File: src/rtl/mux_arbiter_if.sv
// Request/grant and result handshake bundle shared by the operand arbiter,
// its two producers and the downstream consumer.
interface mux_arbiter_if #(
    parameter int unsigned Width = 8
);
    logic             ReqA;
    logic [Width-1:0] NumA;
    logic             LockA;
    logic             GntA;
    logic             ReqB;
    logic [Width-1:0] NumB;
    logic             LockB;
    logic             GntB;
    logic             Select;
    logic [Width-1:0] Result;
    logic             OutValid;
    logic             OutReady;

    modport master (
        input  ReqA, NumA, LockA, ReqB, NumB, LockB, OutReady,
        output GntA, GntB, Select, Result, OutValid
    );

    modport slave (
        output ReqA, NumA, LockA, ReqB, NumB, LockB, OutReady,
        input  GntA, GntB, Select, Result, OutValid
    );
endinterface

File: src/rtl/mux_arbiter.sv
// Two-requester arbiter for the 2:1 operand mux: picks the owner of the shared
// result path, drives the mux select and registers the chosen word downstream.
module mux_arbiter #(
    parameter int unsigned Width    = 8,
    parameter int unsigned MaxBurst = 4
) (
    input logic            Clk,
    input logic            Rst_n,
    mux_arbiter_if.master  bus
);
    localparam logic [1:0] IDLE  = 2'd0;
    localparam logic [1:0] OWN_A = 2'd1;
    localparam logic [1:0] OWN_B = 2'd2;

    logic [1:0]       state_q, state_d;
    logic             last_a_q, last_a_d;
    logic [7:0]       burst_q, burst_d;
    logic             select_q, select_d;
    logic [Width-1:0] result_q, result_d;
    logic             out_valid_q, out_valid_d;

    logic       room, gnt_a, gnt_b, acc_a, acc_b, accept;
    logic [7:0] burst_inc;
    logic       own_req, own_lock, other_req;
    logic [1:0] other_state;

    always_comb begin
        room      = ~out_valid_q | bus.OutReady;
        gnt_a     = (state_q == OWN_A) & room;
        gnt_b     = (state_q == OWN_B) & room;
        acc_a     = gnt_a & bus.ReqA;
        acc_b     = gnt_b & bus.ReqB;
        accept    = acc_a | acc_b;
        burst_inc = (burst_q == 8'hFF) ? burst_q : burst_q + 8'd1;

        // Owner/other views let OWN_A and OWN_B share one set of rules
        own_req     = (state_q == OWN_B) ? bus.ReqB  : bus.ReqA;
        own_lock    = (state_q == OWN_B) ? bus.LockB : bus.LockA;
        other_req   = (state_q == OWN_B) ? bus.ReqA  : bus.ReqB;
        other_state = (state_q == OWN_B) ? OWN_A     : OWN_B;

        state_d     = state_q;
        last_a_d    = last_a_q;
        burst_d     = burst_q;
        result_d    = result_q;
        out_valid_d = out_valid_q;

        if (accept) begin
            result_d    = acc_b ? bus.NumB : bus.NumA;
            out_valid_d = 1'b1;
            last_a_d    = acc_a;
            burst_d     = burst_inc;
        end else if (out_valid_q && bus.OutReady) begin
            out_valid_d = 1'b0;
        end

        case (state_q)
            IDLE: begin
                if (bus.ReqA && bus.ReqB) state_d = last_a_q ? OWN_B : OWN_A;
                else if (bus.ReqA)        state_d = OWN_A;
                else if (bus.ReqB)        state_d = OWN_B;
            end
            OWN_A, OWN_B: begin
                if (accept) begin
                    if (other_req && (!own_lock || burst_inc == 8'(MaxBurst)))
                        state_d = other_state;
                    else if (!(own_req || own_lock))
                        state_d = IDLE;
                end else if (!own_req && !own_lock) begin
                    state_d = other_req ? other_state : IDLE;
                end
            end
            default: state_d = IDLE;
        endcase

        // Any ownership change restarts the burst count
        if (state_d != state_q) burst_d = '0;

        select_d = (state_d == OWN_B);
    end

    always_ff @(posedge Clk or negedge Rst_n) begin
        if (!Rst_n) begin
            state_q     <= IDLE;
            last_a_q    <= 1'b0;
            burst_q     <= '0;
            select_q    <= 1'b0;
            result_q    <= '0;
            out_valid_q <= 1'b0;
        end else begin
            state_q     <= state_d;
            last_a_q    <= last_a_d;
            burst_q     <= burst_d;
            select_q    <= select_d;
            result_q    <= result_d;
            out_valid_q <= out_valid_d;
        end
    end

    assign bus.GntA     = gnt_a;
    assign bus.GntB     = gnt_b;
    assign bus.Select   = select_q;
    assign bus.Result   = result_q;
    assign bus.OutValid = out_valid_q;
endmodule

File: src/flat_wrapper.sv
// flat-port wrapper written by rule: the top's interface ports become plain ports
module mux_arbiter_flat 
#(
    parameter int unsigned Width    = 8,
    parameter int unsigned MaxBurst = 4
)
  (Clk, Rst_n, bus_ReqA, bus_NumA, bus_LockA, bus_ReqB, bus_NumB, bus_LockB, bus_OutReady, bus_GntA, bus_GntB, bus_Select, bus_Result, bus_OutValid);
  mux_arbiter_if #(.Width(Width)) bus_i ();
  input logic Clk;
  input logic Rst_n;
  input wire logic [$bits(bus_i.ReqA)-1:0] bus_ReqA;
  input wire logic [$bits(bus_i.NumA)-1:0] bus_NumA;
  input wire logic [$bits(bus_i.LockA)-1:0] bus_LockA;
  input wire logic [$bits(bus_i.ReqB)-1:0] bus_ReqB;
  input wire logic [$bits(bus_i.NumB)-1:0] bus_NumB;
  input wire logic [$bits(bus_i.LockB)-1:0] bus_LockB;
  input wire logic [$bits(bus_i.OutReady)-1:0] bus_OutReady;
  output wire logic [$bits(bus_i.GntA)-1:0] bus_GntA;
  output wire logic [$bits(bus_i.GntB)-1:0] bus_GntB;
  output wire logic [$bits(bus_i.Select)-1:0] bus_Select;
  output wire logic [$bits(bus_i.Result)-1:0] bus_Result;
  output wire logic [$bits(bus_i.OutValid)-1:0] bus_OutValid;
  assign bus_i.ReqA = bus_ReqA;
  assign bus_i.NumA = bus_NumA;
  assign bus_i.LockA = bus_LockA;
  assign bus_i.ReqB = bus_ReqB;
  assign bus_i.NumB = bus_NumB;
  assign bus_i.LockB = bus_LockB;
  assign bus_i.OutReady = bus_OutReady;
  assign bus_GntA = bus_i.GntA;
  assign bus_GntB = bus_i.GntB;
  assign bus_Select = bus_i.Select;
  assign bus_Result = bus_i.Result;
  assign bus_OutValid = bus_i.OutValid;
  mux_arbiter #(.Width(Width), .MaxBurst(MaxBurst)) u_core (.Clk(Clk), .Rst_n(Rst_n), .bus(bus_i));
endmodule
File: config.mk
export PLATFORM = sky130hd
export DESIGN_NAME = mux_arbiter_flat
export DESIGN_NICKNAME = d
export VERILOG_FILES = /design/src/rtl/mux_arbiter_if.sv /design/src/rtl/mux_arbiter.sv /design/src/flat_wrapper.sv
export SDC_FILE = /design/constraint.sdc
export NUM_CORES = 1
export LEC_CHECK = 0
export BUFFER_PORTS_ARGS = -buffer_cell sky130_fd_sc_hd__buf_2
export CORE_AREA = 8 8 75 77
export DETAILED_ROUTE_END_ITERATION = 8
export DIE_AREA = 0 0 83 85
export PLACE_DENSITY = 0.61
export SETUP_SLACK_MARGIN = 0.4
export SLEW_MARGIN = 5
export SYNTH_ARGS = -nofsm -noshare
export SYNTH_HDL_FRONTEND = slang
export SYNTH_SLANG_ARGS = --single-unit
File: constraint.sdc
create_clock -name Clk -period 2.4 [get_ports Clk]
set_input_delay 0.12 -clock Clk [delete_from_list [all_inputs] [get_ports Clk]]
set_output_delay 0.12 -clock Clk [all_outputs]
set_load 0.05 [all_outputs]
# --- Word level (Yosys, flattened, before mapping) ---
# Index checks and enable logic that the tools add are counted.
word_totals:
  input_bits: 23
  ff_bits: 21
op_classes:
  n_addsub: 1
  n_mux: 20
  reduce_logical: 12
  n_eq_ne: 6
  bitwise: 7
ops:
  columns: ["cell", "n"]
  rows:
  - ["$mux 8", 4]
  - ["$mux 2", 10]
  - ["$add 8x1->8 const B", 1]
  - ["$eq 8x3->1 const B", 1]
  - ["$eq 8x8->1 const B", 1]
  - ["$mux 1", 5]
  - ["$and 1x1->1", 4]
  - ["$eq 2x2->1 const B", 2]
  - ["$logic_and 1x1->1", 4]
  - ["$pmux 2 s2", 1]
  - ["$reduce_bool 2->1", 2]
  - ["$eq 2x1->1 const B", 1]
  - ["$logic_not 1->1", 2]
  - ["$logic_not 2->1", 1]
  - ["$logic_or 1x1->1", 2]
  - ["$ne 2x2->1", 1]
  - ["$or 1x1->1", 2]
  - ["$reduce_or 2->1", 1]
  - ["$not 1->1", 1]

# --- Logic depth before layout (Yosys ltp) ---
# Gate-level depths: netlist (run 1).
logic_depth:
  depth_word: 10
  ltp_mapped: 11
  depth_no_buf: 9

# --- Worst setup path before layout (run 1) ---
# Ideal clock, no wire load.
synth_path:
  kind: "register -> register"
  from: "register u_core.burst_q[0]"
  to: "register u_core.burst_q[0]"
  path_slack_ps: 57
  required_time_ps: 2269
  period_less_slack_ps: 2343
  setup_time_ps: 131
  stages_incl_launch_ff: 9
  t_arrival_ps: 2211
  path_cell_list: "dfrtp_1 > ha_1 > nand2b_1 > nor4_1 > o2111ai_1 > a31o_1 > or2_4 > o2111ai_4 > nor2_1"
synth_via:
  elab_chain_len: 10
  word_cells_on_any_way: 13
  cone_classes: "add/sub: 1; eq/ne: 3; mux: 6; reduce/logical: 3"
synth_lines:
  columns: ["element", "line", "rtl"]
  rows:
  - ["start: declaration", "mux_arbiter.sv:17", "logic [7:0] burst_q, burst_d;"]
  - ["start signal: assignment", "mux_arbiter.sv:93", "burst_q <= burst_d;"]
  - ["$add 8x1->8 or $eq 8x8->1 (tied branches)", "mux_arbiter.sv:34", "burst_inc = (burst_q == 8'hFF) ? burst_q : burst_q + 8'd1;"]
  - ["$mux 8 *", "mux_arbiter.sv:34", null]
  - ["$eq 8x3->1", "mux_arbiter.sv:65", "if (other_req && (!own_lock || burst_inc == 8'(MaxBurst)))"]
  - ["$logic_or 1x1->1", "mux_arbiter.sv:65", null]
  - ["$logic_and 1x1->1", "mux_arbiter.sv:65", null]
  - ["$mux 2", "mux_arbiter.sv:65", null]
  - ["$mux 2", "mux_arbiter.sv:64", "if (accept) begin"]
  - ["$pmux 2 s2", "mux_arbiter.sv:57", "case (state_q)"]
  - ["$ne 2x2->1", "mux_arbiter.sv:77", "if (state_d != state_q) burst_d = '0;"]
  - ["$mux 8 or $reduce_bool 2->1 (tied branches)", null, null]
# Mark *: on every way between the ends. The rest lies on a longest branch, timed or not. The select of a mux whose other input is x is not followed.
# A chain may end at the register's enable or synchronous reset.

# --- Worst setup path in the final report (run 1) ---
layout_path:
  from: "register u_core.burst_q[4]"
  to: "register u_core.burst_q[2]"
# The elaborated chain is that of the path after synthesis.

==> summary.txt, run 1 <==
Outcome
  – Status: complete, no violations

STA
  – # setup viols final: 0
  – Fmax achieved: 0.448 GHz
  – Fin Clk Skew: 0.00377 ns
  – Rel. slew slack: 67.6%
  – Final critical-path share of the clock period: 93.1%
  – Least-Margin Pin Slew: 0.486 ns
  – Slew Limit Fails: 0
  – RSZ-0062 raised after global routing: true
  – Final min period: 2.23 ns
  – TNS Setup: 0 ns
  – Worst hold slack: 0.0577 ns
  – Hold Vio Cnt, Final: 0

Power and ir drop
  – Peak VDD IR: 0.000602 V
  – PD cells: 1120 nW/um2
  – Leak: 0.859 nW
  – Tot Pwr: 2.26 mW

Critical path
  – CP max stage cell: dfrtp_1
  – CP Buf/Inv Count: 1
  – CP arrival: 2.41 ns
  – CP Class: reg2reg
  – R2R depth: 8
  – R2r endpoint: u_core.burst_q[2]$_DFFE_PN0P_
  – Type of origin of the critical path: flop
  – Largest delay share family, worst path: compound AO/OA/AOI/OAI gates
  – Crit-path cells: and4_1 -> and4_4 -> o2111a_1 -> buf_4 -> o211ai_1 -> a21o_1 -> o2111ai_4 -> a211oi_2
  – Crit end category: flop
  – Critical path launch point: u_core.burst_q[4]$_DFFE_PN0P_
  – Worst path max stage delay: 0.47 ns
  – RR Startpoint: u_core.burst_q[4]$_DFFE_PN0P_
  – Biggest fanout along the worst timing path: 8
  – Crit path capture: u_core.burst_q[2]$_DFFE_PN0P_
  – Reg2reg setup slack: 0.17 ns
  – Crit path required time: 2.58 ns
  – CP Depth: 8

Detailed routing
  – Final WL: 3.72 mm
  – Detailed-route wire length per cell: 13.8 um
  – DR vias/cell: 5.29
  – Antenna viol nets, final: 0
  – Vias: 1422
  – DRC errors left: 0
  – Drt first pass iters: 4
  – Detailed Route Iter0 Violations: 65

Job
  – Max Cap Viol: 0

Synth
  – Synth top area share: 34.7%
  – Yosys reg bits: 21
  – Most frequent cell after synthesis: dfrtp_1
  – Synth cell types: 48
  – Mapped Avg Cell Area: 9.08 um2
  – Asr flop ratio synth: 100%
  – YS warnings: 0
  – Number of synthesized flops with an enable pin: 0
  – Top FF cell, synth: dfrtp_1
  – Net count after synthesis: 195
  – Synthesized instance count: 167
  – Netlist Area Pre-Place: 1520 um2
  – Seq/Total Area, Yosys: 34.7%
  – Synth top cells by count: 21 x dfrtp_1, 18 x nand2_1, 11 x mux2i_1, 11 x o21ai_0, 10 x nor2_1
  – Top cells by area, synth: dfrtp_1 35%, mux2i_1 7.3%, nand2_1 4.5%, ha_1 4.1%, o21ai_0 3.6%
  – Post-synth top area cell: dfrtp_1

Placement
  – RD Place Congestion: 0.804
  – Placed Area: 1810 um2
  – PortBufs: 34
  – HPWL reported at the end of detailed placement: 2.84 mm

GRT
  – Vias in the first global route: 1398
  – Gr ovfl total: 0
  – Antenna violations before repair: 0
  – First-pass GRT wire length: 6.13 mm
  – GRT Resource Usage Total: 10.1%
  – Largest net degree at the start of global routing: 22

Clock network
  – CTS Sinks: 21
  – CTS tree: built
  – CTS max path bufs: 2
  – Root buf cell: clkbuf_8
  – Worst-path clk slew: 0.08 ns
  – H-tree levels: 1
  – TritonCTS Buffers: 3
  – Clk_lat worst skew: 0.26 ns

Hold path
  – Worst Hold Class: in2reg

Final layout
  – Multi-input gate area in the final layout: 1030 um2
  – Reg area: 527 um2
  – Fin area: 2010 um2
  – ANT cells: 0
  – Layout area overhead: 32.8%
  – Share of layout cells above drive strength 1: 39.1%
  – Fin nets: 244
  – Fillers: 424

Floorplanning
  – Row count: 25
  – Ports: 35
  – Initial Util: 33.4%
  – Die Ht: 85 um
  – Core area: 4540 um2
  – DIE AREA: 7060 um2
  – Die X: 83 um
-- sequential cells by signal, indices dropped and copies added, names as in the netlist --
register	cells
u_core.last_a_q	1
u_core.bus.Select	1
u_core.burst_q	8
u_core.bus.Result	8
u_core.bus.OutValid	1
u_core.state_q	2
-- worst min-delay path, stage by stage --
cell and delay, ns:
buf_2 0.08, nand2_1 0.04, o21ai_0 0.05
-- metal layers --
layer	vias to the layer above	share of wire (%)	global-route usage [%]
met5	-	0	0
met3	4	4.6	2.59
met2	46	46	16.3
li1	711	-	-
met1	661	48	12.4
met4	0	1.0	3.99
-- worst min-delay path by stage --
stage	slack [ns]	to	depth (start not counted)	from
after floorplan	-0.18	u_core.burst_q[0]$_DFFE_PN0P_	0	Rst_n
after global placement	0.11	u_core.bus.OutValid$_DFFE_PN0P_	1	Rst_n
after detailed placement	0.11	u_core.bus.OutValid$_DFFE_PN0P_	1	Rst_n
after CTS	0.05	u_core.bus.Result[7]$_DFFE_PN0N_	3	bus_NumB[7]
after global routing	0.06	u_core.bus.Result[1]$_DFFE_PN0N_	3	bus_NumB[1]
final	0.06	u_core.bus.Result[2]$_DFFE_PN0N_	3	bus_NumB[2]
-- stage by stage --
| stage | cells | utilization, % | setup slack, ns |
|---|---|---|---|
| floorplan | 167 | - | 0.193 |
| finish | 269 | 44.4 | 0.167 |
| global placement | 257 | 39.9 | 0.0816 |
| global route | 269 | 44.4 | 0.0501 |
| CTS | 268 | 43.3 | 0.158 |
| detailed placement | 257 | 39.9 | 0.0528 |
-- placed cells by master, fill, tap and decap left out, types with 4 or more instances in the layout --
cell type	n
dfrtp_1	20
o211ai_1	5
buf_4	17
buf_2	34
o21ai_0	10
inv_1	5
a21oi_1	4
nor2_1	10
mux2i_1	11
nand3_1	6
nand2_1	18
-- final cells by class --
cell class / instances / share of cell area [%]
Clock buffer: 3 / 2.05
Timing Repair Buffer: 53 / 15.8
Tap cell: 54 / 3.36
Inverter: 6 / 1.12
Sequential cell: 21 / 26.2
Multi-Input combinational cell: 131 / 51.2
Clock inverter: 1 / 0.249
-- report_power, final --
part	leakage [nW]	internal (mW)	total, mW	switching (mW)
Combinational	0.563	0.581	1.50	0.916
Clock	0.0255	0.116	0.233	0.118
Sequential	0.271	0.465	0.534	0.0691
Total	0.859	1.16	2.26	1.10
-- cells by family after synthesis --
kind of cell	after synthesis	share of synthesized area (%)
compound gates	48	24.8
xor+xnor	5	2.89
fa+ha+maj	5	4.13
buf+inv	15	4.87
flops	21	34.7
mux	11	7.26
simple gates	62	21.5
-- what timing repair did --
item / in CTS / in global routing
setup endpoints to repair: 10 / 11
buffers inserted: 6 / 1
endpoints found under the hold margin: 21 / 0
hold buffers: 1 / 0
pin swaps: 5 / 9
resized for setup: 9 / 8
gates cloned: 0 / 0
No activity file was read; power rests on OpenSTA's default activity.
==> inputs of run 2 (changes only) <==
Settings changed: CTS_BUF_LIST set to sky130_fd_sc_hd__clkbuf_16.
==> summary.txt, run 2 (synthesized netlist as in run 1, its figures left out) <==
Outcome
  – Status: complete, no violations (unchanged)

Power and ir drop
  – Tot Pwr: 2.38 mW (was 2.26 mW)
  – PD cells: 1170 nW/um2 (was 1120 nW/um2)
  – Leak: 0.868 nW (was 0.859 nW)
  – Peak VDD IR: 0.000642 V (was 0.000602 V)

Final layout
  – Most frequent cells in the layout: 34 x buf_2, 20 x dfrtp_1, 18 x nand2_1, 16 x buf_4, 11 x mux2i_1 (was 34 x buf_2, 20 x dfrtp_1, 18 x nand2_1, 17 x buf_4, 11 x mux2i_1)
  – Fin nets: 243 (was 244)
  – Multi-input gate area in the final layout: 1030 um2 (about the same)
  – Reg area: 527 um2 (unchanged)
  – Share of layout cells above drive strength 1: 38.3% (was 39.1%)
  – Commonest non-fill, non-tap cell in the layout: buf_2 (unchanged)
  – Final Util: 44.9% (was 44.4%)
  – Layout area overhead: 34.2% (was 32.8%)
  – Fillers: 418 (was 424)
  – ANT cells: 0 (unchanged)

Critical path
  – Biggest fanout along the worst timing path: 11 (was 8)
  – CP Buf/Inv Count: 1 (unchanged)
  – Largest delay share family, worst path: compound AO/OA/AOI/OAI gates (unchanged)
  – Crit path required time: 2.57 ns (was 2.58 ns)
  – CP Class: reg2reg (unchanged)
  – Crit-path cells: inv_2 -> ha_4 -> or3_1 -> o22a_1 -> o211ai_1 -> a31o_1 -> or2_4 -> o2111ai_4 -> a211oi_2 (was and4_1 -> and4_4 -> o2111a_1 -> buf_4 -> o211ai_1 -> a21o_1 -> o2111ai_4 -> a211oi_2)
  – R2r endpoint: u_core.burst_q[6]$_DFFE_PN0P_ (was u_core.burst_q[2]$_DFFE_PN0P_)
  – Worst path max stage delay: 0.40 ns (was 0.47 ns)
  – RR Startpoint: u_core.state_q[0]$_DFF_PN0_ (was u_core.burst_q[4]$_DFFE_PN0P_)
  – Type of origin of the critical path: flop (unchanged)
  – CP max stage cell: dfrtp_1 (unchanged)
  – CP arrival: 2.37 ns (was 2.41 ns)
  – R2R depth: 9 (was 8)
  – Critical path launch point: u_core.state_q[0]$_DFF_PN0_ (was u_core.burst_q[4]$_DFFE_PN0P_)
  – Crit end category: flop (unchanged)
  – Reg2reg setup slack: 0.19 ns (was 0.17 ns)

Detailed routing
  – Final WL: 3.74 mm (was 3.72 mm)
  – DRC errors left: 0 (unchanged)
  – DR vias/cell: 5.28 (was 5.29)
  – Detailed Route Iter0 Violations: 55 (was 65)
  – Detailed-route wire length per cell: 13.9 um (was 13.8 um)
  – Vias: 1415 (was 1422)
  – Antenna viol nets, final: 0 (unchanged)
  – Drt first pass iters: 4 (unchanged)

STA
  – PnR worst setup slack: 0.194 ns (was 0.167 ns)
  – Least-Margin Pin Slew: 0.486 ns (about the same)
  – Final min period: 2.21 ns (was 2.23 ns)
  – Rel. slew slack: 67.6% (about the same)
  – Slew Limit Fails: 0 (unchanged)
  – RSZ-0062 raised after global routing: true (unchanged)
  – TNS Setup: 0 ns (unchanged)
  – Fin Clk Skew: 0.00380 ns (was 0.00377 ns)
  – Final critical-path share of the clock period: 91.9% (was 93.1%)
  – # setup viols final: 0 (unchanged)
  – Worst hold slack: 0.0695 ns (was 0.0577 ns)
  – Hold Vio Cnt, Final: 0 (unchanged)
  – Fmax achieved: 0.453 GHz (was 0.448 GHz)

GRT
  – Vias in the first global route: 1404 (was 1398)
  – Largest net degree at the start of global routing: 22 (unchanged)
  – Gr ovfl total: 0 (unchanged)
  – First-pass GRT wire length: 6.15 mm (was 6.13 mm)
  – GRT Resource Usage Total: 10.0% (was 10.1%)
  – Antenna violations before repair: 0 (unchanged)

Placement
  – PortBufs: 34 (unchanged)
  – RD Place Congestion: 0.804 (unchanged)
  – Dpl ws: 0.0528 ns (unchanged)
  – HPWL reported at the end of detailed placement: 2.84 mm (unchanged)

Clock network
  – TritonCTS Buffers: 3 (unchanged)
  – H-tree levels: 1 (unchanged)
  – Root buf cell: clkbuf_16 (was clkbuf_8)
  – CTS max path bufs: 2 (unchanged)
  – CTS tree: built (unchanged)
  – CTS Sinks: 21 (unchanged)
  – Clk_lat worst skew: 0.25 ns (was 0.26 ns)
  – Worst-path clk slew: 0.06 ns (was 0.08 ns)

Floorplanning
  – Row count: 25 (unchanged)
  – Die X: 83 um (unchanged)
  – Die Ht: 85 um (unchanged)
  – DIE AREA: 7060 um2 (unchanged)
  – Ports: 35 (unchanged)
  – Core area: 4540 um2 (unchanged)
  – Initial Util: 33.4% (unchanged)

Job
  – Max Cap Viol: 0 (unchanged)

Hold path
  – Worst hold stages: 3 (unchanged)
  – Worst Hold Launch: bus_NumB[2] (unchanged)
  – Hold path endpoint: u_core.bus.Result[2]$_DFFE_PN0N_ (unchanged)
  – Worst Hold Class: in2reg (unchanged)
run 2: changes by cell type in the layout (fill, tap and decap cells not counted):
| cell | change |
|---|---|
| a21oi_1 | +1 |
| a21oi_2 | -1 |
| clkbuf_16 | +3 |
| clkbuf_8 | -3 |
| buf_4 | -1 |
run 2: worst min-delay path, delay by kind of cell:
family | cells | cell delay, ns
and+or+nand+nor | 1 | 0.04
AOI/OAI and AO/OA | 1 | 0.05
buffers and inverters | 1 | 0.08
run 2: area by class of cell:
type	count	share of cell area [%]
Tap cell	54	3.32
Inverter	6	1.11
Timing Repair Buffer	52	15.3
Multi-Input combinational cell	131	50.5
Clock buffer	3	3.69
Sequential cell	21	25.9
Clock inverter	1	0.246
run 2: layer usage:
layer	wire [um]	up-vias	GRT usage, %
li1	-	710	-
met1	1830	661	12.3
met2	1730	38	16.6
met3	119	6	2.30
met4	56	0	3.51
met5	0	-	0
run 2: worst max-delay path by stage:
stage / endpoint / depth (start not counted)
floorplan: u_core.burst_q[0]$_DFFE_PN0P_ / 10
global placement: u_core.burst_q[0]$_DFFE_PN0P_ / 8
detailed placement: u_core.burst_q[4]$_DFFE_PN0P_ / 8
CTS: u_core.burst_q[7]$_DFFE_PN0P_ / 8
global route: u_core.burst_q[1]$_DFFE_PN0P_ / 8
finish: u_core.burst_q[6]$_DFFE_PN0P_ / 9
run 2: power breakdown:
part           internal, mW  switching (mW)
Clock                 0.224           0.128
Sequential            0.466          0.0711
Combinational         0.578           0.915
Total                  1.27            1.11
run 2: timing repair:
action / 4_1_cts / 5_1_grt
setup endpoints to repair: 10 / 11
hold endpoints to repair: 21 / 0
hold buffers: 1 / 0
gates cloned: 0 / 0
resized for setup: 9 / 7
buffers inserted: 6 / 0
pin swaps: 5 / 4
run 2: stage by stage:
| stage | cells | area, um2 |
|---|---|---|
| after global placement | 257 | 1810 |
| after detailed placement | 257 | 1810 |
| final | 268 | 2040 |
| after CTS | 268 | 2000 |
| after floorplan | 167 | 1560 |
| after global routing | 268 | 2040 |
